<file path="config.mk">
export PLATFORM = sky130hd
export DESIGN_NAME = not_not_round_engine
export DESIGN_NICKNAME = d
export VERILOG_FILES = /design/src/rtl/not_not_pkg.sv /design/src/rtl/lfsr_galois.sv /design/src/rtl/not_not_round_engine.sv
export SDC_FILE = /design/constraint.sdc
export NUM_CORES = 1
export LEC_CHECK = 0
export ABC_AREA = 1
export CAP_MARGIN = 20
export CORE_ASPECT_RATIO = 1.4
export CORE_MARGIN = 2
export CORE_UTILIZATION = 40
export DETAILED_ROUTE_END_ITERATION = 8
export GPL_TIMING_DRIVEN = 0
export PLACE_DENSITY = 0.61
export SLEW_MARGIN = 30
export SYNTH_ARGS = -nofsm -noshare
export SYNTH_HDL_FRONTEND = slang
export SYNTH_SLANG_ARGS = --single-unit
</file>
<file path="constraint.sdc">
create_clock -name clock -period 6.3 [get_ports clock]
set_input_delay 1.575 -clock clock [delete_from_list [all_inputs] [get_ports clock]]
set_output_delay 1.575 -clock clock [all_outputs]
set_load 0.03 [all_outputs]
</file>
<file path="src/rtl/not_not_pkg.sv">
// Shared types and the answer-mask rule for the Not Not round engine.
package not_not_pkg;

    typedef enum logic [2:0] {
        ST_IDLE,
        ST_GEN,
        ST_PRESENT,
        ST_WAIT_INPUT,
        ST_JUDGE,
        ST_OVER
    } state_t;

    localparam logic [1:0] OP_SINGLE = 2'd0;
    localparam logic [1:0] OP_AND    = 2'd1;
    localparam logic [1:0] OP_OR     = 2'd2;
    localparam logic [1:0] OP_XOR    = 2'd3;

    localparam int MAX_COLOURS = 8;

    // An odd number of "not" prefixes inverts the answer set within the live colours.
    function automatic logic [MAX_COLOURS-1:0] calc_expected_mask(
        input logic [2:0] a,
        input logic [2:0] b,
        input logic [1:0] op,
        input logic [7:0] depth,
        input int         num_colours
    );
        logic [MAX_COLOURS-1:0] oh_a;
        logic [MAX_COLOURS-1:0] oh_b;
        logic [MAX_COLOURS-1:0] base;
        logic [MAX_COLOURS-1:0] in_range;
        oh_a = MAX_COLOURS'(1) << a;
        oh_b = MAX_COLOURS'(1) << b;
        case (op)
            OP_AND:  base = oh_a & oh_b;
            OP_OR:   base = oh_a | oh_b;
            OP_XOR:  base = oh_a ^ oh_b;
            default: base = oh_a;
        endcase
        in_range = '0;
        for (int i = 0; i < MAX_COLOURS; i++) begin
            if (i < num_colours) in_range[i] = 1'b1;
        end
        if (depth[0]) base = ~base;
        return base & in_range;
    endfunction

endpackage

</file>
<file path="src/rtl/lfsr_galois.sv">
// Right-shifting Galois LFSR; taps are XORed in whenever the bit shifted out is 1.
module lfsr_galois #(
    parameter int               WIDTH = 8,
    parameter logic [WIDTH-1:0] TAPS  = 8'hB8,
    parameter logic [WIDTH-1:0] SEED  = 8'h01
) (
    input  logic             clock,
    input  logic             reset,
    input  logic             enable,
    output logic [WIDTH-1:0] lfsr_out
);

    logic [WIDTH-1:0] r_lfsr;

    // NOTE: sequential state uses non-blocking assignments so every register samples pre-edge values.
    always_ff @(posedge clock or posedge reset) begin
        if (reset) begin
            r_lfsr <= SEED;
        end else if (enable) begin
            r_lfsr <= (r_lfsr >> 1) ^ (r_lfsr[0] ? TAPS : '0);
        end
    end

    assign lfsr_out = r_lfsr;

endmodule

</file>
<file path="src/rtl/not_not_round_engine.sv">
// Not Not round generator and judge: draws a round, hands it to the display,
// times the player's answer, and keeps score and lives until game over.
module not_not_round_engine
    import not_not_pkg::*;
#(
    parameter int                NUM_COLOURS    = 4,
    parameter int                NOT_W          = 2,
    parameter int                LFSR_W         = 8,
    parameter logic [LFSR_W-1:0] LFSR_TAPS      = 8'hB8,
    parameter logic [LFSR_W-1:0] LFSR_SEED      = 8'h01,
    parameter int                TIMEOUT_CYCLES = 100000000,
    parameter int                SCORE_W        = 8,
    parameter int                MAX_LIVES      = 3,
    localparam int               CW             = $clog2(NUM_COLOURS)
) (
    input  logic                   clock,
    input  logic                   reset,
    input  logic                   start,
    input  logic                   present_done,
    input  logic                   player_valid,
    input  logic [NUM_COLOURS-1:0] player_choice,
    output logic                   round_valid,
    output logic [CW-1:0]          colour_a,
    output logic [CW-1:0]          colour_b,
    output logic [1:0]             logic_op,
    output logic [NOT_W-1:0]       not_depth,
    output logic [NUM_COLOURS-1:0] expected_mask,
    output logic                   answer_open,
    output logic                   result_valid,
    output logic                   result_correct,
    output logic [SCORE_W-1:0]     score,
    output logic [2:0]             lives,
    output logic                   game_over
);

    localparam int             TW         = (TIMEOUT_CYCLES > 2) ? $clog2(TIMEOUT_CYCLES) : 1;
    localparam logic [TW-1:0]  TIMER_LOAD = TW'(TIMEOUT_CYCLES - 1);
    localparam logic [2:0]     LIVES_INIT = 3'(MAX_LIVES);

    state_t                   r_state;
    state_t                   w_next_state;
    logic [LFSR_W-1:0]        w_lfsr;
    logic [CW-1:0]            w_gen_a;
    logic [CW-1:0]            w_gen_b;
    logic [1:0]               w_gen_op;
    logic [NOT_W-1:0]         w_gen_depth;
    logic [NUM_COLOURS-1:0]   w_gen_mask;
    logic                     w_choice_onehot;
    logic                     w_correct;

    logic [CW-1:0]            r_colour_a;
    logic [CW-1:0]            r_colour_b;
    logic [1:0]               r_logic_op;
    logic [NOT_W-1:0]         r_not_depth;
    logic [NUM_COLOURS-1:0]   r_expected_mask;
    logic [TW-1:0]            r_timer;
    logic [NUM_COLOURS-1:0]   r_choice;
    logic                     r_answered;
    logic [SCORE_W-1:0]       r_score;
    logic [2:0]               r_lives;

    // Free-running so the drawn round depends on when the player acts.
    lfsr_galois #(
        .WIDTH (LFSR_W),
        .TAPS  (LFSR_TAPS),
        .SEED  (LFSR_SEED)
    ) u_lfsr (
        .clock    (clock),
        .reset    (reset),
        .enable   (1'b1),
        .lfsr_out (w_lfsr)
    );

    assign w_gen_a     = w_lfsr[CW-1:0];
    assign w_gen_b     = w_lfsr[2*CW-1:CW];
    assign w_gen_op    = w_lfsr[2*CW+1:2*CW];
    assign w_gen_depth = w_lfsr[2*CW+2+NOT_W-1:2*CW+2];
    assign w_gen_mask  = NUM_COLOURS'(calc_expected_mask(3'(w_gen_a), 3'(w_gen_b), w_gen_op,
                                                         8'(w_gen_depth), NUM_COLOURS));

    assign w_choice_onehot = (r_choice != '0) && ((r_choice & (r_choice - 1'b1)) == '0);
    assign w_correct = r_answered ? (w_choice_onehot && ((r_choice & r_expected_mask) != '0))
                                  : (r_expected_mask == '0);

    always_ff @(posedge clock or posedge reset) begin
        if (reset) begin
            r_state <= ST_IDLE;
        end else begin
            r_state <= w_next_state;
        end
    end

    // NOTE: defaults first so no path leaves an output unassigned (no latches).
    always_comb begin
        w_next_state   = r_state;
        round_valid    = 1'b0;
        answer_open    = 1'b0;
        result_valid   = 1'b0;
        result_correct = 1'b0;
        game_over      = 1'b0;
        case (r_state)
            ST_IDLE: begin
                if (start) w_next_state = ST_GEN;
            end
            ST_GEN: begin
                w_next_state = ST_PRESENT;
            end
            ST_PRESENT: begin
                round_valid = 1'b1;
                if (present_done) w_next_state = ST_WAIT_INPUT;
            end
            ST_WAIT_INPUT: begin
                round_valid = 1'b1;
                answer_open = 1'b1;
                if (player_valid || (r_timer == '0)) w_next_state = ST_JUDGE;
            end
            ST_JUDGE: begin
                round_valid    = 1'b1;
                result_valid   = 1'b1;
                result_correct = w_correct;
                w_next_state   = (!w_correct && (r_lives == 3'd1)) ? ST_OVER : ST_GEN;
            end
            ST_OVER: begin
                game_over = 1'b1;
                if (start) w_next_state = ST_GEN;
            end
            default: begin
                w_next_state = ST_IDLE;
            end
        endcase
    end

    always_ff @(posedge clock or posedge reset) begin
        if (reset) begin
            r_colour_a      <= '0;
            r_colour_b      <= '0;
            r_logic_op      <= '0;
            r_not_depth     <= '0;
            r_expected_mask <= '0;
            r_timer         <= '0;
            r_choice        <= '0;
            r_answered      <= 1'b0;
            r_score         <= '0;
            r_lives         <= LIVES_INIT;
        end else begin
            case (r_state)
                ST_IDLE: begin
                    r_score <= '0;
                    r_lives <= LIVES_INIT;
                end
                ST_GEN: begin
                    r_colour_a      <= w_gen_a;
                    r_colour_b      <= w_gen_b;
                    r_logic_op      <= w_gen_op;
                    r_not_depth     <= w_gen_depth;
                    r_expected_mask <= w_gen_mask;
                end
                ST_PRESENT: begin
                    if (present_done) r_timer <= TIMER_LOAD;
                end
                ST_WAIT_INPUT: begin
                    // An answer on the expiry cycle still counts as answered.
                    if (player_valid) begin
                        r_choice   <= player_choice;
                        r_answered <= 1'b1;
                    end else if (r_timer == '0) begin
                        r_answered <= 1'b0;
                    end else begin
                        r_timer <= r_timer - 1'b1;
                    end
                end
                ST_JUDGE: begin
                    if (w_correct) begin
                        if (r_score != '1) r_score <= r_score + 1'b1;
                    end else begin
                        r_lives <= r_lives - 3'd1;
                    end
                end
                ST_OVER: begin
                    if (start) begin
                        r_score <= '0;
                        r_lives <= LIVES_INIT;
                    end
                end
                default: begin
                end
            endcase
        end
    end

    assign colour_a      = r_colour_a;
    assign colour_b      = r_colour_b;
    assign logic_op      = r_logic_op;
    assign not_depth     = r_not_depth;
    assign expected_mask = r_expected_mask;
    assign score         = r_score;
    assign lives         = r_lives;

endmodule
</file>
==> out/qor.yml, run 1 <==
status:
  status: "finished clean"
finish:
  utilization_pct: 49.6
  antennaDiodeCount: 0
  area_delta_synth_final_pct: 20.1
  drive_gt1_share_pct: 8.14
  final_cells: 774
  layout.nets: 656
  design_area_mm2: 0.00496
grt:
  busiest_layer: "met2"
  grt_usage_pct: 19.3
  grt-ovfl-total: 0
  met2_usage_pct: 36.1
  use_met3_pct: 4.24
  first_global_vias: 3892
  antenna_found_initial: 0
  grt_pass1_wl_um: 17700
  met1_usage_pct: 21.1
  grt_max_degree: 47
logic_synthesis:
  synth.cell_area_mm2: 0.00413
  yosysUniqueCellTypes: 33
  synth.avg_cell_area_um2: 7.05
  synth_top_area_cell: "dfrtp_1"
  ys_warn_count: 0
  syn_inst: 586
  synth_top_area_share_pct: 38.2
  synth.net_count: 608
  synth.area.top_cells: "dfrtp_1 38%, nand2_1 17%, nor2_1 6.9%, nand3_1 6.3%, inv_1 6.0%"
  seq_area_frac_synth_pct: 40.1
  synth-seq-cells: 66
cts:
  hold_buffers: 0
  clock-sinks: 66
  numCtsBuffers: 9
  clockRootBuffer: "clkbuf_16"
  cts_resized: 0
  cts_setup_buffers: 0
  tritoncts: "done"
  path_clk_slew_ns: 0.06
  cts_max_level: 3
  cts_buffer_depth: 2
  insertion_delay_ns: 0.34
place:
  dp_hpwl_um: 7450
  placed_area_mm2: 0.00469
  placedCellCount: 758
  place_congestion: 0.867
  port-buffer-count: 36
setup_path:
  timing.rr.end: "r_timer[26]"
  start_kind: "flip-flop"
  worstSetupEndpointType: "output port"
  rrSetupSlack_ns: 4.28
  cp_top_family: "buffers and inverters"
  critPathMaxFanout: 10
  cp_data_required_time_ns: 4.72
  crit_chain: "nor2_4 > nand2_2 > inv_1 > clkbuf_1 > clkdlybuf4s50_1"
  critPathMaxStageDelay_ns: 0.77
  worstSetupPathType: "reg2out"
  crit_slowest_cell: "clkdlybuf4s50_1"
  worst_ep_arrival_time_ns: 2.34
  rr_startpoint: "r_timer[0]"
  crit_buf_inv: 3
  rr_worst_depth: 9
floorplanning:
  core-area_mm2: 0.0100
  start_util_pct: 41.3
  row_count: 43
  io_pins: 37
  die_w_um: 89.9
  die-area_mm2: 0.0112
  die_h_um: 124
route:
  drc: 0
  post_drt_wl_per_cell_um: 13.1
  ant_nets: 0
  vias: 3826
  drt-initial-drc-count: 132
  viasPerCell: 4.94
  firstDrtPassIters: 6
  drt_wl_total_um: 10100
power:
  powerDensity_mw_per_mm2: 387
  leakagePower_uw: 0.00244
  ir_worst_vdd_mv: 0.206
sta:
  slew_headroom_pct: 65.2
  final.min_clock_period_ns: 3.91
  max_freq_ghz: 0.256
  rsz0062_at_grt: "false"
  hold_violations: 0
  slew_violations: 0
  hold_slack_ns: 0.388
  clock_skew_ns: 0.00505
  report.final.setup_viol: 0
  worst_slew_pin_slew_ns: 0.523
  final.setup.tns_ns: 0
  post-route-period-util_pct: 62.1
run:
  drv_cap: 0
min_path:
  min_path_cells: 0
  hold_end: "u_lfsr.lfsr_out[6]"
  hp-class: "reg2reg"
  min-delay-start: "u_lfsr.lfsr_out[7]"
[synthesized netlist by cell type, drive strengths merged]
master,number
clkbuf,5
o211ai,5
a21oi,3
nand4,11
or2,4
o21ai,41
ha,13
nor2,85
inv,70
nand3b,5
dfstp,3
nor3b,1
dfrtp,63
xnor2,4
clkinv,1
a21boi,1
xor2,9
and2,1
nor3,5
a21o,1
nand3,53
buf,8
nand2,194
[worst max path at each step]
stage / startpoint / end / cells past startpoint / slack [ns]
2_1_floorplan: reset / colour_a[0] / 1 / 3.08
3_3_place_gp: reset / r_timer[11] / 2 / 1.76
3_5_place_dp: r_state[2] / answer_open / 5 / 2.73
4_1_cts: r_state[2] / answer_open / 5 / 2.36
5_1_grt: r_state[2] / answer_open / 5 / 2.29
6_report: r_state[2] / answer_open / 5 / 2.39
[area by class of cell]
cell class | count | area (um^2)
Clock inverter | 6 | 43.8
Tap cell | 135 | 169
Fill cell | 1050 | 5040
Timing Repair Buffer | 37 | 388
Buffer | 13 | 96.3
Inverter | 71 | 269
Multi-Input combinational cell | 436 | 2110
Clock buffer | 10 | 229
Sequential cell | 66 | 1660
[metal layers]
metal / up-vias / part of all wire [%]
li1: 1932 / -
met1: 1821 / 41
met2: 55 / 53
met3: 18 / 3.1
met4: 0 / 2.2
met5: - / 0
[power breakdown]
group	total, uW	internal [uW]	switching, uW
clock network	462	267	195
registers	640	530	111
logic	819	291	529
total	1920	1090	835
[cells by family after synthesis]
family | synth area share [%]
and+or+nand+nor | 37.8
buffers and inverters | 8.79
DFF | 40.1
AOI/OAI and AO/OA | 6.60
xor gates and xnor gates | 2.76
adders and majority gates | 3.94
[cell usage in the layout, fill, tap and decap left out, types with 4 or more instances in the layout]
master	Yosys	final
nand3_1	52	52
o21ai_0	25	25
o21ai_1	16	16
clkdlybuf4s50_1	0	36
inv_1	66	65
buf_6	6	6
o211ai_1	5	5
nor2_2	6	6
ha_1	13	13
clkbuf_1	5	6
nand3b_1	5	5
nand2_1	189	189
xnor2_1	4	4
dfrtp_1	63	63
clkbuf_16	0	9
xor2_1	9	9
inv_2	4	4
nor2_1	76	76
nand4_1	11	11
[registers in the layout, summed over array words and instances, names as in the netlist]
signal and cells:
u_lfsr.lfsr_out 8, lives 3, r_choice 4, expected_mask 4, logic_op 2, colour_b 2
colour_a 2, r_state 3, not_depth 2, r_timer 27, score 8, r_answered 1
[through the flow]
step                      setup WS (ns)  power [uW]
after floorplan                    3.08        1240
after global placement             1.76        1450
after detailed placement           2.73        1470
after CTS                          2.36        1940
after global routing               2.29        2080
final                              2.39        1920
Power figures use the tool's default switching activity.
==> run 2, diff against run 1 <==
Settings changed: PLACE_DENSITY 0.61 to 0.63.
Clock period 6.3 ns to 3.5 ns, I/O delays scaled along.
==> run 2 against run 1 <==
  * Worst hold slack worse by 0.011 ns
  * Clock power up 100%
  * Core utilization up 0.35 points
  * Sequential power rose by 81%
  * Global-route usage down 0.42 points
  * Clock-buffer cell count up 2
  * First-iteration DRC count grew 70%
  * Critical path depth stayed put
  * Critical endpoint unchanged
==> out/qor.yml, run 2 (synthesis gave the netlist of run 1 again) <==
status:
  status: "finished clean"
cts:
  cts_setup_buffers: 0  # unchanged
  insertion_delay_ns: 0.34  # about the same
  cts_resized: 0  # unchanged
  clock-sinks: 66  # unchanged
  tritoncts: "done"
  path_clk_slew_ns: 0.05  # about the same
  numCtsBuffers: 9  # unchanged
  cts_max_level: 3  # unchanged
  hold_buffers: 0  # unchanged
  clockRootBuffer: "clkbuf_16"
  cts_buffer_depth: 2  # unchanged
finish:
  multi_input_area_mm2: 0.00211  # unchanged
  design_area_mm2: 0.00500  # +0.71%
  regArea_mm2: 0.00166  # unchanged
  drive_gt1_share_pct: 8.29  # +0.16 points
  largest_reg_flops: 27  # unchanged
  area_delta_synth_final_pct: 21.0
  antennaDiodeCount: 0  # unchanged
  fillCellCount: 1006  # -4.2%
  regMostFlops: "r_timer"
  utilization_pct: 49.9  # +0.35 points
  final_cell_mix: "189 x nand2_1, 76 x nor2_1, 65 x inv_1, 63 x dfrtp_1, 52 x nand3_1"
  layout.nets: 656  # unchanged
  final_common_cell: "nand2_1"
grt:
  grt_pass1_wl_um: 17100  # -3.3%
  antenna_found_initial: 0  # unchanged
  first_global_vias: 3813  # -2.0%
  grt-ovfl-total: 0  # unchanged
  grt_usage_pct: 18.9  # -0.42 points
  grt_max_degree: 36  # -23%
sta:
  slew_violations: 0  # unchanged
  max_freq_ghz: 0.312
  final.min_clock_period_ns: 3.21
  hold_violations: 0  # unchanged
  worst_slew_pin_slew_ns: 0.502  # -0.0209 ns
  hold_slack_ns: 0.377  # -0.0112 ns
  fin_ws_ns: 0.295  # -2.09 ns
  slew_headroom_pct: 66.5  # +1.4 points
  report.final.setup_viol: 0  # unchanged
  post-route-period-util_pct: 91.6
  rsz0062_at_grt: "false"
  clock_skew_ns: 0.00414  # -0.000912 ns
route:
  drt_wl_total_um: 10100  # -0.55%
  post_drt_wl_per_cell_um: 13.0  # -0.55%
  ant_nets: 0  # unchanged
  vias: 3853  # +0.71%
  viasPerCell: 4.98  # +0.71%
  firstDrtPassIters: 4  # -2
  drt-initial-drc-count: 224  # +70%
  drc: 0  # unchanged
setup_path:
  cp_data_required_time_ns: 2.62  # -2.10 ns
  rrSetupSlack_ns: 1.50  # -2.78 ns
  worstSetupEndpointType: "output port"
  start_kind: "flip-flop"
  critPathMaxFanout: 10  # unchanged
  worst_ep_arrival_time_ns: 2.33  # about the same
  rr_worst_depth: 9  # unchanged
  worstSetupPathType: "reg2out"
floorplanning:
  core-area_mm2: 0.0100  # unchanged
  row_count: 43  # unchanged
  die_h_um: 124  # unchanged
  die_w_um: 89.9  # unchanged
  die-area_mm2: 0.0112  # unchanged
  io_pins: 37  # unchanged
  start_util_pct: 41.3  # unchanged
power:
  powerDensity_mw_per_mm2: 716  # +85%
  p_seq_share_pct: 32.3  # -1.0 points
  p_total_uw: 3580  # +86%
  p_sw_share_pct: 41.8  # -1.7 points
  p_int_uw: 2080  # +92%
  leakagePower_uw: 0.00246  # +0.94%
  combPwrFrac_pct: 41.2  # -1.4 points
  p_sw_uw: 1490  # +79%
  ir_worst_vdd_mv: 0.339  # +64%
  p_clk_share_pct: 26.4  # +2.4 points
min_path:
  min_path_cells: 0  # unchanged
  hp-class: "reg2reg"
place:
  dp_hpwl_um: 7390  # -0.78%
  place_congestion: 0.872  # +0.58%
  pre_cts_ws_ns: 0.627  # -2.10 ns
  placed_area_mm2: 0.00468  # -0.16%
  port-buffer-count: 36  # unchanged
run:
  drv_cap: 0  # unchanged
==> run 2: cell count changes in the layout (fill, tap and decap cells not counted), sizes merged <==
cell	before	now
bufinv	0	1
clkinvlp	1	0
clkbuf	15	17
clkinv	6	4
==> run 2: worst max-delay path, cell delays in order, from the launching register on <==
cell and delay [ns]:
dfrtp_1 0.43, nor2_4 0.17, nand2_2 0.10, inv_1 0.12
clkbuf_1 0.41, clkdlybuf4s50_1 0.77
==> run 2: power by group through the flow <==
stage	Sequential (uW)	Combinational, uW	Clock, uW
2_1_floorplan	1140	1090	0
3_3_place_gp	1160	1450	0
3_5_place_dp	1160	1480	0
4_1_cts	1150	1480	962
5_1_grt	1180	1680	1000
6_report	1160	1470	946
==> run 2: worst paths after layout <==
| check | endpoint | startpoint |
|---|---|---|
| max in group asynchronous | lives[0] | reset |
| max | answer_open | r_state[2] |
| max reg2reg | r_timer[26] | r_timer[0] |
| min | u_lfsr.lfsr_out[6] | u_lfsr.lfsr_out[7] |
| min in group asynchronous | colour_a[1] | reset |
| min reg2reg | u_lfsr.lfsr_out[6] | u_lfsr.lfsr_out[7] |
==> run 2: stage by stage <==
stage,TNS [ns],std cells
2_1_floorplan,0,586
3_3_place_gp,-22.30,757
3_5_place_dp,0,758
4_1_cts,0,774
5_1_grt,0,774
6_report,0,774
==> run 2: cell type report <==
class,instances,share of cell area [%]
Buffer,13,1.93
Tap cell,135,3.38
Clock buffer,12,5.33
Multi-Input combinational cell,436,42.3
Inverter,71,5.38
Sequential cell,66,33.1
Clock inverter,4,0.976
Timing Repair Buffer,37,7.61
==> run 2: layer usage <==
metal / wire (um) / global-route usage [%] / vias to the layer above
met1: 4100 / 20.3 / 1821
met4: 264 / 8.78 / 0
met3: 404 / 3.82 / 18
met2: 5310 / 35.2 / 74
met5: 0 / 0 / -
li1: - / - / 1940
==> run 3, diff against run 2 <==
Settings changed: CTS_CLUSTER_DIAMETER set to 30.
==> results of run 3 <==
Same layout as run 2: the final DEF is identical, and so are final timing and power.
